<file path="config.mk">
export PLATFORM = sky130hd
export DESIGN_NAME = mtr_drv
export DESIGN_NICKNAME = d
export VERILOG_FILES = /design/src/rtl/ebike_pkg.sv /design/src/rtl/nonoverlap.sv /design/src/rtl/mtr_drv.sv
export SDC_FILE = /design/constraint.sdc
export NUM_CORES = 1
export LEC_CHECK = 0
export ABC_AREA = 1
export BUFFER_PORTS_ARGS = -buffer_cell sky130_fd_sc_hd__buf_2
export CAP_MARGIN = 25
export CORE_UTILIZATION = 35
export DETAILED_ROUTE_END_ITERATION = 6
export PLACE_DENSITY = 0.56
export SLEW_MARGIN = 5
export SYNTH_ARGS = -nofsm -noshare
export SYNTH_HDL_FRONTEND = slang
export SYNTH_SLANG_ARGS = --single-unit
</file>
<file path="constraint.sdc">
create_clock -name clk -period 1.7 [get_ports clk]
set_input_delay 0.085 -clock clk [delete_from_list [all_inputs] [get_ports clk]]
set_output_delay 0.085 -clock clk [all_outputs]
set_load 0.03 [all_outputs]
</file>
<file path="src/rtl/ebike_pkg.sv">
// ebike_pkg: shared definitions for the e-bike motor drive path.
//   sel_t       per-phase mode code from the commutation block
//   PWM_W       PWM counter / duty width
//   PWM_MAX     last count value of a PWM period
//   sel_decode  maps a mode code and the PWM level to a requested {hi, lo} gate pair
package ebike_pkg;

  localparam int PWM_W = 11;
  localparam logic [PWM_W-1:0] PWM_MAX = 11'h7FF;

  typedef enum logic [1:0] {
    HIGH_Z     = 2'b00,
    REV_CURR   = 2'b01,
    FRWRD_CURR = 2'b10,
    BRAKE      = 2'b11
  } sel_t;

  // Returns {hi, lo}. Brake only ever pulses the low side.
  function automatic logic [1:0] sel_decode(input sel_t sel, input logic pwm);
    logic [1:0] req;
    case (sel)
      HIGH_Z:     req = 2'b00;
      REV_CURR:   req = {~pwm, pwm};
      FRWRD_CURR: req = {pwm, ~pwm};
      BRAKE:      req = {1'b0, pwm};
      default:    req = 2'b00;
    endcase
    return req;
  endfunction

endpackage

</file>
<file path="src/rtl/nonoverlap.sv">
// nonoverlap: dead-time interlock for one half-bridge leg.
//   clk, rst_n      clock, asynchronous active-low reset
//   hi_in, lo_in    requested gate pair
//   hi_out, lo_out  registered gate drives
//   DEAD            clocks both gates stay off after any request change (2..255)
// The request is registered first and then compared with its previous value,
// so a request change seen at edge t blanks the outputs from edge t+1 and the
// new pair appears at edge t+DEAD+1, giving exactly DEAD blanked clocks.
module nonoverlap #(
  parameter int DEAD = 32
) (
  input  logic clk,
  input  logic rst_n,
  input  logic hi_in,
  input  logic lo_in,
  output logic hi_out,
  output logic lo_out
);

  localparam logic [7:0] DEAD_LAST = 8'(DEAD - 1);

  logic [1:0] req_r;
  logic [1:0] prev_r;
  logic [7:0] dead_cnt_r;

  // Request pipeline, dead counter and gate output registers.
  always_ff @(posedge clk or negedge rst_n) begin
    if (!rst_n) begin
      req_r      <= 2'b00;
      prev_r     <= 2'b00;
      dead_cnt_r <= 8'd0;
      hi_out     <= 1'b0;
      lo_out     <= 1'b0;
    end else begin
      req_r  <= {hi_in, lo_in};
      prev_r <= req_r;
      if (req_r != prev_r) begin
        dead_cnt_r <= 8'd0;
        hi_out     <= 1'b0;
        lo_out     <= 1'b0;
      end else if (dead_cnt_r >= DEAD_LAST) begin
        // Counter saturates here; a (1,1) request is never passed through.
        if (req_r == 2'b11) begin
          hi_out <= 1'b0;
          lo_out <= 1'b0;
        end else begin
          hi_out <= req_r[1];
          lo_out <= req_r[0];
        end
      end else begin
        dead_cnt_r <= dead_cnt_r + 8'd1;
        hi_out     <= 1'b0;
        lo_out     <= 1'b0;
      end
    end
  end

endmodule

</file>
<file path="src/rtl/mtr_drv.sv">
// mtr_drv: three-phase gate-drive stage.
//   clk, rst_n                       clock, asynchronous active-low reset
//   duty[10:0]                       PWM on-time out of a 2048-clock period
//   sel_grn, sel_yellow, sel_blue    per-phase mode codes (ebike_pkg::sel_t)
//   grn_hi/lo, ylw_hi/lo, blu_hi/lo  registered gate drives
//   pwm_synch                        one-cycle pulse while the counter is at 2047
//   DEAD                             non-overlap dead time in clocks
// Optional feature macro MTR_DRV_DUTY_LATCH_EN: duty is latched at the period
// boundary; otherwise duty is used combinationally and acts mid-period.
module mtr_drv
  import ebike_pkg::*;
#(
  parameter int DEAD = 32
) (
  input  logic             clk,
  input  logic             rst_n,
  input  logic [PWM_W-1:0] duty,
  input  logic [1:0]       sel_grn,
  input  logic [1:0]       sel_yellow,
  input  logic [1:0]       sel_blue,
  output logic             grn_hi,
  output logic             grn_lo,
  output logic             ylw_hi,
  output logic             ylw_lo,
  output logic             blu_hi,
  output logic             blu_lo,
  output logic             pwm_synch
);

  logic [PWM_W-1:0] cnt_r;
  logic             pwm_r;
  logic             synch_r;
  logic [PWM_W-1:0] duty_eff_s;
  logic [1:0]       req_grn_s;
  logic [1:0]       req_ylw_s;
  logic [1:0]       req_blu_s;

  // Free-running period counter, PWM comparator and sync pulse.
  // synch_r is set one count early so it is high while cnt_r holds PWM_MAX.
  always_ff @(posedge clk or negedge rst_n) begin
    if (!rst_n) begin
      cnt_r   <= 11'd0;
      pwm_r   <= 1'b0;
      synch_r <= 1'b0;
    end else begin
      cnt_r   <= cnt_r + 11'd1;
      pwm_r   <= (cnt_r < duty_eff_s);
      synch_r <= (cnt_r == (PWM_MAX - 11'd1));
    end
  end

`ifdef MTR_DRV_DUTY_LATCH_EN
  logic [PWM_W-1:0] duty_eff_r;

  // Duty latch, loaded only in the last cycle of a period.
  always_ff @(posedge clk or negedge rst_n) begin
    if (!rst_n) begin
      duty_eff_r <= 11'd0;
    end else if (cnt_r == PWM_MAX) begin
      duty_eff_r <= duty;
    end else begin
      duty_eff_r <= duty_eff_r;
    end
  end

  assign duty_eff_s = duty_eff_r;
`else
  assign duty_eff_s = duty;
`endif

  // Per-phase select decoders.
  always_comb begin
    req_grn_s = sel_decode(sel_t'(sel_grn), pwm_r);
    req_ylw_s = sel_decode(sel_t'(sel_yellow), pwm_r);
    req_blu_s = sel_decode(sel_t'(sel_blue), pwm_r);
  end

  nonoverlap #(.DEAD(DEAD)) u_no_grn (
    .clk(clk), .rst_n(rst_n),
    .hi_in(req_grn_s[1]), .lo_in(req_grn_s[0]),
    .hi_out(grn_hi), .lo_out(grn_lo)
  );

  nonoverlap #(.DEAD(DEAD)) u_no_ylw (
    .clk(clk), .rst_n(rst_n),
    .hi_in(req_ylw_s[1]), .lo_in(req_ylw_s[0]),
    .hi_out(ylw_hi), .lo_out(ylw_lo)
  );

  nonoverlap #(.DEAD(DEAD)) u_no_blu (
    .clk(clk), .rst_n(rst_n),
    .hi_in(req_blu_s[1]), .lo_in(req_blu_s[0]),
    .hi_out(blu_hi), .lo_out(blu_lo)
  );

  assign pwm_synch = synch_r;

endmodule
</file>
## Yosys cells after proc, flatten, opt, wreduce, memory -nomap -nowiden

Index checks and enable logic that the tools add are counted.

- Add/sub/neg operators: 4
- Order comparisons: 4
- Equality and inequality tests: 19
- Muxes and demuxes: 27
- Bitwise gates (word level): 1
- Reductions and logical operators: 3

Operators by type and width:

| cell | count |
|---|---|
| $mux 8 | 6 |
| $add 8x1->8 const B | 3 |
| $ge 8x5->1 const B | 3 |
| $pmux 2 s4 | 3 |
| $eq 2x2->1 const B | 9 |
| $mux 1 | 18 |
| $add 11x1->11 const B | 1 |
| $eq 11x11->1 const B | 1 |
| $lt 11x11->1 | 1 |
| $eq 2x1->1 const B | 3 |
| $logic_not 2->1 | 3 |
| $ne 2x1->1 const B | 3 |
| $ne 2x2->1 | 3 |
| $not 1->1 | 1 |

- Bits in registers: 55
- Input bits: 19
- Output and inout port bits: 7
- Logic and storage cells: 76

## Logic depth before layout (Yosys ltp)

Gate-level depths: netlist (run 1).

- Depth in word-level cells: 4
- Depth in mapped cells: 9
- Depth with buffers taken out: 9

## Modules after synthesis

Synthesis (run 1) repeated with hierarchy kept, for this count alone.

- Cells, all modules: 341
- Area total of the unflattened synthesis: 2,879.0 um^2

By module, submodules not included:

| module | instances | cells an instance | area an instance (um^2) | sequential area each (um^2) |
|---|---|---|---|---|
| nonoverlap | 3 | 72 | 648.1 | 350.3 |
| mtr_drv | 1 | 125 | 934.6 | 325.3 |

## Least setup slack after synthesis (run 1)

Ideal clock, no wire load.

- Path kind: reg2reg
- Start: register cnt_r[10]
- End: register pwm_r
- Setup time: 119 ps
- Arrival time: 1,053 ps
- Required time: 1,581 ps
- Path slack: 528 ps
- Stages on the path, launching flop included: 7
- Path buffers: 0
- Clock period less this slack: 1,172 ps
- Cell sequence: dfrtp_1 -> ha_1 -> nand2_1 -> nor2_1 -> nand2_1 -> a21oi_1 -> nor2_1

- Longest elaborated chain between the ends: 1

RTL lines:

| element | line | text |
|---|---|---|
| from (decl) | mtr_drv.sv:30 | `logic [PWM_W-1:0] cnt_r;` |
| from (signal assigned) | mtr_drv.sv:46 | `cnt_r <= cnt_r + 11'd1;` |
| $lt 11x11->1 | mtr_drv.sv:47 | `pwm_r <= (cnt_r < duty_eff_s);` |
| to (signal assigned) | mtr_drv.sv:47 |  |
| to (decl) | mtr_drv.sv:31 | `logic pwm_r;` |

Every way passes these cells.
A chain may end at the register's enable or synchronous reset.

## Worst setup path in the final report (run 1)

Same ends and word-level chain as after synthesis.

==> results.md, run 1 <==
* Outcome: completed
* Total of max-cap violations at 0
* CP Launch Type: flip-flop
* Synth area leader: dfrtp_1
* Die W at 93.1 um
* Reg2Reg Depth at 6
* Final net count at 426
* Starting Density at 36.8%
* Reg2Reg Launch Point: cnt_r[10]$_DFF_PN0_
* Pre-Repair DR Iteration Count at 4
* Switch share at 25.9%
* Worst-path clk slew at 0.10 ns
* Sinks on Clock Net at 55
* Vias in the first global route at 2194
* Mapped Nets at 390
* Post-synth top cells: nand2_1, inv_1, dfrtp_1, nor2_1, nand3_1
* Area share of the largest cell type after synthesis at 47.4%
* DIE HEIGHT at 93.1 um
* DRT iter0 DRCs at 90
* Total chip power at about 2400 uW
* Final HPWL DP at 3740 um
* DRT Wirelength at 5130 um
* Seq pwr share at 58.0%
* Dpl cells at 484
* Synth async-reset ratio at 100%
* Internal Pwr Total at 1750 uW
* Initial antenna violation count at 0
* I/O Buffers at 25
* Clk_lat worst skew at 0.31 ns
* WHS Path Cells at 3
* DR vias/cell at 4.45
* WS Path Type: reg2reg
* Largest net degree at the start of global routing at 56
* FMAX at 789 MHz
* Setup_tns at 0 ns
* Cell with the most instances after synthesis: nand2_1
* Worst setup EP type: flip-flop
* Cts repair resizes at 0
* Cells after Synth at 356
* Core box area at 7890 um2
* Post-layout min period at 1.27 ns
* Top cells by area, synth: dfrtp_1, nand2_1, inv_1
* Number of placement rows at 32
* DRC at 0
* Leak pwr at around 0.0018 uW
* Logic pwr share at 9.0%
* Max-slew violation count at 0
* Number of synthesis warnings at 0
* Worst EP required at 1.91 ns
* Fin cells at between 400 and 500
* CP Max Fanout at 3
* Clock Skew at 0.0100 ns
* Worst min-delay path category: in2reg
* CTS Buffer Depth at 2
* PD cells at slightly above 700 nW/um2
* Area growth, synth to finish at 13.8%
* Clk pwr share at 33.0%
* WL/cell at 10.4 um
* H-tree depth at 2
* Sw Pwr at just over 600 uW
* Ports at 26
* Layout cells sized above 1 at 16.3%
* Worst slew pin tran at about 0.30 ns
* CP arrival at around 1.5 ns
* RSZ-0062 raised after global routing: false
* Final ANT Viol Nets at 0
* Post-synthesis sequential area ratio at 47.4%
* Peak VDD IR at 0.299 mV
* Vias at 2205
* Final Hold Viols at 0
* HP Start: sel_yellow[1]
* RD Place Congestion at 0.765
* Total track usage at 13.6%
* Worst Setup SP: cnt_r[10]$_DFF_PN0_
* Fin crit share at between 70% and 80%
* Primary FF master, synth: dfrtp_1
* Finish-stage setup viols at 0
* Syn_area_per_cell at 8.16 um2
* Root buffer cell: clkbuf_8
* TritonCTS buffer count at 5
* EDFF count, synth at 0
* Synth unique cells at 22
* Die footprint at 8670 um2
* Diode count at 0
* First-pass GRT wire length at between 9000 and 10000 um
* Post-synthesis register bit count at 55
* Cell Area, Synth at 2910 um2
* Util after Layout at 41.9%
* Total grt overflow at 0
* TritonCTS clock tree: yes
* Normalized max-slew margin at 79.7%
## flip-flops by register name, indices dropped and copies added (netlist names), 2 cells and up
name / count
u_no_grn.dead_cnt_r: 8
u_no_grn.prev_r: 2
u_no_ylw.prev_r: 2
u_no_blu.dead_cnt_r: 8
u_no_blu.prev_r: 2
u_no_blu.req_r: 2
cnt_r: 11
u_no_ylw.req_r: 2
u_no_ylw.dead_cnt_r: 8
u_no_grn.req_r: 2
## worst max-delay path, stage by stage (launching register included)
cell and delay, ns:
dfrtp_1 0.42, ha_1 0.30, nand2_1 0.07, nor2_1 0.14, nand2_1 0.07, a21oi_1 0.11, nor2_1 0.06
## cell usage in the layout, fill, tap and decap left out, drive strengths merged, types with 2 or more instances in the layout
cell type      n
a211oi         2
clkbuf         6
nand3b         3
o21bai         3
ha            15
nand2        105
xnor2          2
a21oi         11
nor2          49
nand3         30
inv           64
xor2           5
nand4          9
buf           26
dlygate4sd3    3
dfrtp         55
## power groups by stage
stage                     logic, uW  registers [uW]  clock network (uW)
after CTS                       219            1370                 824
final                           213            1370                 782
after floorplan                 132            1390                   0
after global routing            251            1380                 877
after global placement          209            1400                   0
after detailed placement        211            1400                   0
## stage by stage
step / area (um2) / setup WS (ns) / hold WS (ns)
CTS: 3310 / 0.422 / 0.00105
finish: 3310 / 0.433 / 0.00925
floorplan: 2910 / 0.528 / -0.211
global placement: 3180 / 0.466 / 0.111
detailed placement: 3180 / 0.449 / 0.111
global route: 3310 / 0.318 / 0.0157
## timing repair
action	in CTS	in global routing
hold endpoints to repair	57	0
hold buffers	3	0
setup buffers	0	0
## per-layer routing
| metal | vias up | part of all wire [%] | GRT usage [%] | routed length (um) |
|---|---|---|---|---|
| met3 | 5 | 3.4 | 2.93 | 176 |
| met2 | 26 | 45 | 23.1 | 2330 |
| li1 | 1170 | - | - | - |
| met5 | - | 0 | 0 | 0 |
| met1 | 1004 | 50 | 17.4 | 2560 |
| met4 | 0 | 1.1 | 3.97 | 54 |
## logic make-up (layout without fill, tap and decap cells)
group	after synthesis	in the layout	share of synthesized area, %
buf+inv	64	101	8.27
simple gates	197	197	31.7
flops	55	55	47.4
xor+xnor	7	7	2.11
compound gates	18	18	4.13
fa+ha+maj	15	15	6.46
## layout make-up
class | instances | area [um2]
fill | 800 | 4580
timing repair buffer | 29 | 175
inverter | 64 | 240
clock buffer | 6 | 82.6
clock inverter | 2 | 16.3
multi-input combinational | 237 | 1290
sequential | 55 | 1380
tap | 102 | 128
## path summary, 6_finish.rpt
kind	to	slack, ns
worst min-delay path	u_no_ylw.req_r[1]$_DFF_PN0_	0.009
max in group asynchronous	u_no_ylw.req_r[1]$_DFF_PN0_	1.15
min in group asynchronous	u_no_grn.dead_cnt_r[4]$_DFFE_PN0P_	0.29
worst max register to register	pwm_r$_DFF_PN0_	0.43
worst max-delay path	pwm_r$_DFF_PN0_	0.43
worst min register to register	u_no_ylw.prev_r[0]$_DFF_PN0_	0.43
Power figures use the tool's default switching activity.
==> inputs of run 2 (changes only) <==
ABC_AREA = 0   (was 1)
PLACE_DENSITY = 0.58   (was 0.56)
clock period = 1.1 ns   (was 1.7 ns; I/O delays follow)
==> run 2 against run 1 <==
Net effect: the run now ends with negative setup slack left; register-to-register slack worse by 0.58 ns; largest power group unchanged; global-route usage up 1.7 points; largest cell class is now multi-input gates; sequential power up 55%; critical path depth down 1.
==> results.md, run 2 <==
* TritonCTS clock tree: yes
* RD Place Congestion at 0.776
* Fin crit share at 113%
* Total track usage at between 15 and 20%
* CP Max Fanout at 2
* Worst setup EP type: flip-flop
* DR vias/cell at 4.61
* Final ANT Viol Nets at 0
* Normalized max-slew margin at 75.7%
* Reg area at 1380 um2
* Vias in the first global route at ~2000
* Register bank with the most flops: cnt_r
* Die W at roughly 87 um
* Max-slew violation count at 0
* Largest net degree at the start of global routing at 56
* DRT Wirelength at ~5200 um
* Synth area leader: dfrtp_1
* Worst path slowest cell: dfrtp_1
* Outcome: finished, violations left
* I/O Buffers at 25
* DRT iter0 DRCs at 56
* WS Path Type: reg2reg
* Cell Area, Synth at 2500 um2
* Worst slew pin tran at 0.362 ns
* Total of max-cap violations at 0
* Failing checks: negative setup slack
* Syn_area_per_cell at approximately 11 um2
* Clk_lat worst skew at 0.31 ns
* DRC at 0
* Final net count at ~350
* Finish-stage setup viols at 32
* EDFF count, synth at 0
* Primary FF master, synth: dfrtp_1
* Pre-Repair DR Iteration Count at 4
* RSZ-0062 raised after global routing: true
* Vias at around 1900
* Number of placement rows at 30
* Synth async-reset ratio at 100%
* CP arrival at 1.44 ns
* Commonest non-fill, non-tap cell in the layout: dfrtp_1
* Largest register FFs at 11
* Diode count at 0
* Crit path largest cell delay at 0.43 ns
* PD cells at 1030 nW/um2
* Worst EP required at 1.30 ns
* Worst-path clk slew at 0.10 ns
* Most frequent cells in the layout: dfrtp_1, buf_4, buf_2
* FMAX at 803 MHz
* Placed Area at 3130 um2
* Number of synthesis warnings at 0
* Area share of the largest cell type after synthesis at 55.0%
* WP buf/inv at 0
* Leak pwr at 0.00190 uW
* Post-layout min period at 1.25 ns
* First-pass GRT wire length at 8960 um
* TritonCTS buffer count at 5
* Post-synthesis sequential area ratio at a little under three fifths
* H-tree depth at 2
* Post-synthesis register bit count at 55
* Final WS setup at -0.145 ns
* Peak VDD IR at 0.545 mV
* Final Hold Viols at 0
* Die footprint at 7490 um2
* Core box area at 6830 um2
* CP top delay family: flip-flops
* CTS Buffer Depth at 2
* Synth unique cells at 25
* Total grt overflow at 0
* Initial antenna violation count at 0
* Final HPWL DP at 3350 um
* Layout cells sized above 1 at 49.4%
* Area growth, synth to finish at 52.8%
* Finished layout cell area at approximately 3800 um2
* CP Launch Type: flip-flop
* Post-synth top cells: dfrtp_1, nand3_1, nor2_1, nand2_1, ha_1
* Fillers at 614
* Top cells by area, synth: dfrtp_1, ha_1, xor2_1
* WL/cell at 12.7 um
* Cells after Synth at around 230
* Mapped Nets at 259
* R2R Setup Slk at -0.15 ns
* Worst slack, placed at -0.135 ns
* Worst path cell trace: ha_4 > a21o_1 > nand3_1 > a21oi_1 > nor3_2
* Ports at 26
* DIE HEIGHT at 86.5 um
* Area of the multi-input gates at 1510 um2
* Sinks on Clock Net at 55
* Root buffer cell: clkbuf_8
* Clock Skew at between 0.008 and 0.009 ns
* Starting Density at 36.6%
* Worst min-delay path category: in2reg
* Cell with the most instances after synthesis: dfrtp_1
-- run 2: cell types whose count changed after synthesis, sizes merged, moves of 8 or more --
cell	before	now
nand3	30	19
xnor2	2	10
nor2	49	19
inv	64	13
xor2	5	14
nand2	105	20
and3	0	13
-- run 2: what timing repair did --
| action | 4_1_cts | 5_1_grt |
|---|---|---|
| hold buffers | 6 | 0 |
| pin swaps | 33 | 27 |
| setup buffers | 10 | 6 |
| gates resized for setup | 58 | 29 |
| endpoints found under the setup margin | 31 | 37 |
| cloned | 0 | 0 |
| endpoints found under the hold margin | 61 | 0 |
-- run 2: through the flow --
stage / total power (uW) / instances / TNS (ns) / utilization (%) / hold WS [ns]
detailed placement: 2530 / 385 / -1.33 / 45.8 / 0.0797
floorplan: 2320 / 225 / -0.142 / - / -0.241
global placement: 2520 / 385 / -1.07 / 45.8 / 0.0805
CTS: 3940 / 408 / -1.66 / 53.5 / 0.0296
global route: 4120 / 412 / -4.44 / 55.9 / 0.0653
finish: 3920 / 412 / -2.07 / 55.9 / 0.0393
-- run 2: area by class of cell --
type | instances | share of cell area [%]
inverter | 13 | 1.28
multi-input combinational | 157 | 39.6
sequential | 55 | 36.1
tap | 96 | 3.14
timing repair buffer | 83 | 17.0
clock inverter | 3 | 1.15
clock buffer | 5 | 1.80
-- run 2: kinds of logic (layout without fill, tap and decap cells) --
| kind of cell | count (synthesis) | count (layout) | synth area share, % |
|---|---|---|---|
| compound gates | 23 | 23 | 4.90 |
| buf+inv | 13 | 104 | 1.95 |
| fa+ha+maj | 15 | 15 | 7.50 |
| flops | 55 | 55 | 55.0 |
| xor+xnor | 24 | 24 | 8.40 |
| simple gates | 95 | 95 | 22.2 |
-- run 2: path summary, 6_finish.rpt --
check,from,end,depth (start not counted)
worst max register to register,cnt_r[4]$_DFF_PN0_,pwm_r$_DFF_PN0_,5
max in group asynchronous,rst_n,cnt_r[0]$_DFF_PN0_,3
worst min-delay path,sel_grn[1],u_no_grn.req_r[1]$_DFF_PN0_,4
worst max-delay path,cnt_r[4]$_DFF_PN0_,pwm_r$_DFF_PN0_,5
min in group asynchronous,rst_n,u_no_grn.dead_cnt_r[6]$_DFFE_PN0P_,3
worst min register to register,u_no_grn.req_r[1]$_DFF_PN0_,u_no_grn.prev_r[1]$_DFF_PN0_,1
-- run 2: worst reg2reg max path, stage by stage, from the launching register on --
cell     delay [ns]
dfrtp_1        0.43
ha_4           0.29
a21o_1         0.12
nand3_1        0.08
a21oi_1        0.16
nor3_2         0.06
-- run 2: power by group --
group | switching [uW] | total [uW] | internal, uW
sequential | 51.1 | 2120 | 2070
combinational | 229 | 461 | 231
clock | 660 | 1340 | 679
-- run 2: routing by layer --
layer  GRT usage (%)  vias to the layer above  wire length [um]
li1                -                      949                 -
met1            20.0                      913              2410
met2            25.5                       28              2560
met3            3.71                        8               188
met4            4.09                        0                64
met5               0                        -                 0
